**config.mk**
```make
export PLATFORM = sky130hd
export DESIGN_NAME = handshake_rr_arbiter_flat
export DESIGN_NICKNAME = d
export VERILOG_FILES = /design/src/rtl/handshake_rr_arbiter_if.sv /design/src/rtl/handshake_rr_arbiter.sv /design/src/flat_wrapper.sv
export SDC_FILE = /design/constraint.sdc
export NUM_CORES = 1
export LEC_CHECK = 0
export ABC_AREA = 0
export CAP_MARGIN = 10
export CORE_ASPECT_RATIO = 1.1
export CORE_MARGIN = 10
export CORE_UTILIZATION = 32
export CTS_BUF_LIST = sky130_fd_sc_hd__clkbuf_16
export CTS_CLUSTER_DIAMETER = 60
export DETAILED_ROUTE_END_ITERATION = 8
export PLACE_DENSITY = 0.77
export SLEW_MARGIN = 40
export SYNTH_ARGS = -nofsm -noshare
export SYNTH_HDL_FRONTEND = slang
export SYNTH_SLANG_ARGS = --single-unit
```
**constraint.sdc**
```tcl
create_clock -name clk -period 2.04 [get_ports clk]
set_input_delay 0.306 -clock clk [delete_from_list [all_inputs] [get_ports clk]]
set_output_delay 0.306 -clock clk [all_outputs]
set_load 0.01 [all_outputs]
```
**src/rtl/handshake_rr_arbiter_if.sv**
```systemverilog
// Shared bundle for the round-robin arbiter: N upstream valid/ready requesters
// and one downstream valid/ready channel tagged with the source index.
interface handshake_rr_arbiter_if #(
  parameter int N  = 4,
  parameter int DW = 32,
  parameter int IW = $clog2(N)
);
  logic [N-1:0]    req_valid;
  logic [N-1:0]    req_ready;
  logic [N*DW-1:0] req_data;
  logic            out_valid;
  logic            out_ready;
  logic [DW-1:0]   out_data;
  logic [IW-1:0]   out_id;
  logic            busy;

  modport master (
    output req_valid, req_data, out_ready,
    input  req_ready, out_valid, out_data, out_id, busy
  );

  modport slave (
    input  req_valid, req_data, out_ready,
    output req_ready, out_valid, out_data, out_id, busy
  );
endinterface

```
**src/rtl/handshake_rr_arbiter.sv**
```systemverilog
// Round-robin arbiter: grants one requester per cycle into a one-entry
// registered output stage that carries the winning word and its source index.
module handshake_rr_arbiter #(
  parameter int N  = 4,
  parameter int DW = 32,
  parameter int IW = $clog2(N)
) (
  input logic                  clk,
  input logic                  rst,
  handshake_rr_arbiter_if.slave bus
);

  logic [IW-1:0] ptr_q, ptr_d;
  logic          out_valid_q, out_valid_d;
  logic [DW-1:0] out_data_q, out_data_d;
  logic [IW-1:0] out_id_q, out_id_d;

  logic          slot_free_s;
  logic          found_s;
  logic          accept_s;
  logic [IW-1:0] win_s;
  logic [IW:0]   idx_s;
  logic [N-1:0]  grant_s;
  logic [DW-1:0] win_data_s;

  assign slot_free_s = !out_valid_q || bus.out_ready;
  assign accept_s    = !rst && slot_free_s && found_s;

  // Winner search: first valid index from ptr upward, wrapping at N (not 2**IW)
  always_comb begin
    found_s = 1'b0;
    win_s   = {IW{1'b0}};
    idx_s   = {(IW+1){1'b0}};
    for (int k = 0; k < N; k++) begin
      idx_s = {1'b0, ptr_q} + (IW+1)'(k);
      if (idx_s >= (IW+1)'(N)) begin
        idx_s = idx_s - (IW+1)'(N);
      end else begin
        idx_s = idx_s;
      end
      if (!found_s && bus.req_valid[idx_s[IW-1:0]]) begin
        found_s = 1'b1;
        win_s   = idx_s[IW-1:0];
      end else begin
        found_s = found_s;
        win_s   = win_s;
      end
    end
  end

  // One-hot grant and winning-word mux; the grant never looks at req_data
  always_comb begin
    grant_s    = {N{1'b0}};
    win_data_s = {DW{1'b0}};
    for (int i = 0; i < N; i++) begin
      if (win_s == IW'(i)) begin
        grant_s[i] = accept_s;
        win_data_s = bus.req_data[i*DW +: DW];
      end else begin
        grant_s[i] = 1'b0;
        win_data_s = win_data_s;
      end
    end
  end

  // Output stage next state: accept beats drain, backpressure freezes everything
  always_comb begin
    ptr_d       = ptr_q;
    out_valid_d = out_valid_q;
    out_data_d  = out_data_q;
    out_id_d    = out_id_q;
    if (accept_s) begin
      out_valid_d = 1'b1;
      out_data_d  = win_data_s;
      out_id_d    = win_s;
      if (win_s == IW'(N-1)) begin
        ptr_d = {IW{1'b0}};
      end else begin
        ptr_d = win_s + IW'(1'b1);
      end
    end else if (out_valid_q && bus.out_ready) begin
      out_valid_d = 1'b0;
    end else begin
      out_valid_d = out_valid_q;
    end
  end

  // State registers with synchronous reset that discards any held word
  always_ff @(posedge clk) begin
    if (rst) begin
      ptr_q       <= {IW{1'b0}};
      out_valid_q <= 1'b0;
      out_data_q  <= {DW{1'b0}};
      out_id_q    <= {IW{1'b0}};
    end else begin
      ptr_q       <= ptr_d;
      out_valid_q <= out_valid_d;
      out_data_q  <= out_data_d;
      out_id_q    <= out_id_d;
    end
  end

  assign bus.req_ready = grant_s;
  assign bus.out_valid = out_valid_q;
  assign bus.out_data  = out_data_q;
  assign bus.out_id    = out_id_q;
  assign bus.busy      = (|bus.req_valid) || out_valid_q;

endmodule

```
**src/flat_wrapper.sv**
```systemverilog
// flat-port wrapper written by rule: the top's interface ports become plain ports
module handshake_rr_arbiter_flat 
#(
  parameter int N  = 4,
  parameter int DW = 32,
  parameter int IW = $clog2(N)
)
  (clk, rst, bus_req_valid, bus_req_data, bus_out_ready, bus_req_ready, bus_out_valid, bus_out_data, bus_out_id, bus_busy);
  handshake_rr_arbiter_if #(.N(N), .DW(DW), .IW(IW)) bus_i ();
  input logic clk;
  input logic rst;
  input wire logic [$bits(bus_i.req_valid)-1:0] bus_req_valid;
  input wire logic [$bits(bus_i.req_data)-1:0] bus_req_data;
  input wire logic [$bits(bus_i.out_ready)-1:0] bus_out_ready;
  output wire logic [$bits(bus_i.req_ready)-1:0] bus_req_ready;
  output wire logic [$bits(bus_i.out_valid)-1:0] bus_out_valid;
  output wire logic [$bits(bus_i.out_data)-1:0] bus_out_data;
  output wire logic [$bits(bus_i.out_id)-1:0] bus_out_id;
  output wire logic [$bits(bus_i.busy)-1:0] bus_busy;
  assign bus_i.req_valid = bus_req_valid;
  assign bus_i.req_data = bus_req_data;
  assign bus_i.out_ready = bus_out_ready;
  assign bus_req_ready = bus_i.req_ready;
  assign bus_out_valid = bus_i.out_valid;
  assign bus_out_data = bus_i.out_data;
  assign bus_out_id = bus_i.out_id;
  assign bus_busy = bus_i.busy;
  handshake_rr_arbiter #(.N(N), .DW(DW), .IW(IW)) u_core (.clk(clk), .rst(rst), .bus(bus_i));
endmodule
```
==> results.yml <==
pwr:
  p_switching_mw: 2.09
  finalPower_mw: 5.38
  vdd_drop_max_mv: 0.416
  pwr-share-comb_pct: 67.2
  p_sw_share_pct: 38.8
  power_frac_seq_pct: 19.3
  p_leak_nw: 2.08
  p_int_mw: 3.29
  power_density_nw_per_um2: 1040
  pwr-share-clk_pct: 13.4
finish:
  final_core_util_pct: 66.3
  final_cell_area_um2: 5190
  layout-drive-gt1-share_pct: 31.5
  fin_cells: 604
  num-nets-final: 635
  final.fill_count: 637
  area_delta_synth_final_pct: 103
  n_antenna_cell: 0
sta:
  finalSetupViolations: 36
  rsz0062_at_grt: "true"
  worst_pin_slew_ns: 0.416
  fin_ws_ns: -0.217
  hold_violations: 0
  finalSetupTns_ns: -6.15
  hold_ws_ns: 0.488
  post-route-period-util_pct: 111
  slew_headroom_pct: 72.2
  fmax_mhz: 443
  drv_slew: 0
  min_period_ns: 2.26
  worst_clock_skew_ns: 0.00418
die:
  pin_count: 175
  start_util_pct: 32.6
  die-width_um: 105
  die_height_um: 114
  fp-row-count: 34
  coreArea_um2: 7830
  dieArea_um2: 11900
grt:
  grt_pass1_vias: 3311
  grt_use_total_pct: 17.8
  grt_max_degree: 36
  grt_pass1_wl_um: 17600
  grt-ovfl-total: 0
  antenna_found_initial: 0
status:
  status: "finished with violations"
  violations: "negative setup slack"
hold_path:
  worstHoldPathCells: 2
  worstHoldStart: "u_core.bus.out_id[0]$_SDFFE_PP0N_"
  holdCritPathClass: "flop to flop"
  hold_end: "u_core.bus.out_id[0]$_SDFFE_PP0N_"
cts:
  ctsLongestPathBuffers: 2
  clock_latency_ns: 0.28
  cts_tree: "yes"
  cts_made_buffers: 5
  cts_hold_buf: 0
  cts_root_buf: "clkbuf_16"
  path_clk_slew_ns: 0.05
  numClockSinks: 37
  cts_max_level: 2
synthesis:
  syn_inst: 303
  synth_seq_cells: 37
  synth_cell_types: 32
  synth-edff-count: 0
  syn_nets: 442
  yosysSeqAreaShare_pct: 29.0
  synth_flop_cell: "dfxtp_1"
  syn_area_um2: 2550
  ys_warn_count: 0
  synth_area_per_cell_um2: 8.42
  async_reset_ff_share_pct: 0
setup_path:
  arrival_ns: 2.47
  r2r_start: "u_core.ptr_q[0]$_SDFFE_PP0N_"
  endpoint_kind: "flop"
  criticalPathCategory: "flop to flop"
  startpoint_type: "flop"
  r2r_end: "u_core.bus.out_data[24]$_SDFFE_PP0N_"
  slowest_stage: "dfxtp_2"
  critical_path_required_ns: 2.25
  worstPathMaxFanout: 6
  r2r_slack_ns: -0.22
  path_cells: "or2b_1 > a21o_1 > o311ai_4 > nor2_2 > ha_2 > buf_6 > nor2b_4 > buf_12 > clkbuf_16 > a221oi_2 > a211o_1 > a21oi_2"
  cpPeakStageDelay_ns: 0.33
  reg2reg_depth: 12
run:
  max_cap_violations: 0
drt:
  antenna_left: 0
  first_iter_violations: 130
  num_vias: 3196
  drcViolationCount: 0
  totalWireLength_um: 12100
  routedWlPerCell_um: 20.1
  first_pass_iters: 4
  vias_per_cell: 5.29
placed_design:
  dp_hpwl_um: 8200
  place_area_um2: 4510
  dp_worst_setup_slack_ns: -0.699
  io_buffers: 174
  place_congestion: 0.818
  placed_cells: 580
==> state kept, by name, indices dropped and copies added, names as in the netlist <==
name,cells
u_core.bus.out_data,32
u_core.bus.out_id,2
u_core.ptr_q,2
u_core.bus.out_valid,1
==> synthesized netlist by cell type, drive strengths merged (4+ instances only) <==
cell type   n  area (um2)
and2        4        25.0
clkbuf     16        60.1
o21ai       4        20.0
inv        34         128
a21oi      98         678
dfxtp      37         741
nor2b       5        33.8
buf        16         126
a211o      31         272
ha          4        50.1
a221oi     32         280
==> power by group through the flow <==
stage	logic, mW	clock network, mW	registers, mW
after detailed placement	2.68	0	1.04
after global placement	2.64	0	1.03
after floorplan	1.52	0	1.11
final	3.62	0.722	1.04
after global routing	3.88	0.767	1.06
after CTS	2.95	0.735	1.03
==> critical path: cells and delay by family, from the launching register on <==
kind,cells,cell delay (ns)
compound gates,5,0.79
fa+ha+maj,1,0.20
buf+inv,3,0.44
flops,1,0.33
simple gates,3,0.43
==> repair_timing <==
item,4_1_cts,5_1_grt
pin swaps,19,12
setup endpoints to repair,37,36
cloned,1,4
resized for setup,56,36
setup buffers,7,6
==> worst max-delay path by stage <==
stage                                             from                                    to  slack, ns  cells past startpoint
after floorplan                       bus_req_valid[0]   u_core.bus.out_data[5]$_SDFFE_PP0N_      0.003                     10
after global placement                bus_req_valid[0]   u_core.bus.out_data[5]$_SDFFE_PP0N_      -0.62                     11
after detailed placement              bus_req_valid[0]   u_core.bus.out_data[2]$_SDFFE_PP0N_      -0.70                     11
after CTS                 u_core.ptr_q[0]$_SDFFE_PP0N_   u_core.bus.out_data[0]$_SDFFE_PP0N_      -0.13                     11
after global routing      u_core.ptr_q[0]$_SDFFE_PP0N_  u_core.bus.out_data[20]$_SDFFE_PP0N_      -0.34                     11
final                     u_core.ptr_q[0]$_SDFFE_PP0N_  u_core.bus.out_data[24]$_SDFFE_PP0N_      -0.22                     12
==> metal layers <==
layer | share of wire [%] | wire, um | track usage (%)
met5 | 0 | 0 | 0
met2 | 52 | 6340 | 31.3
met4 | 1.5 | 183 | 4.21
met1 | 39 | 4760 | 20.3
met3 | 6.9 | 839 | 5.98
==> cells by family (layout without fill, tap and decap cells) <==
logic type,Yosys count,count (layout),synth area share [%]
adder cells (fa/ha/maj),4,4,1.96
AO/OA/AOI/OAI,169,169,50.3
AND/OR/NAND/NOR,26,26,6.28
flip-flops,37,37,29.0
buffers and inverters,67,260,12.5
==> cell usage in the layout, fill, tap and decap left out, drive strengths merged <==
master / netlist / routed
clkdlybuf4s50: 0 / 165
a21oi: 98 / 98
buf: 16 / 45
dfxtp: 37 / 37
inv: 34 / 35
a221oi: 32 / 32
a211o: 31 / 31
clkbuf: 16 / 9
nor2b: 5 / 5
ha: 4 / 4
and2: 4 / 4
o21ai: 4 / 4
nand3: 3 / 3
nand2: 3 / 3
dlygate4sd2: 0 / 3
nor2: 3 / 3
a21o: 2 / 2
clkinv: 1 / 2
nand2b: 2 / 2
nor3: 2 / 2
o32ai: 1 / 1
nor4: 1 / 1
or2b: 1 / 1
o311ai: 1 / 1
or2: 1 / 1
or3: 1 / 1
clkdlybuf4s15: 0 / 1
==> cell type report <==
class                           count  area (um2)  share of cell area (%)
Clock buffer                        5         125                    2.41
Clock inverter                      2        7.51                   0.145
Inverter                           35         131                    2.53
Multi-Input combinational cell    199        1840                    35.5
Sequential cell                    37         743                    14.3
Tap cell                          108         135                    2.61
Timing Repair Buffer              218        2200                    42.5
Note: power is estimated with default switching activity, not from simulation.
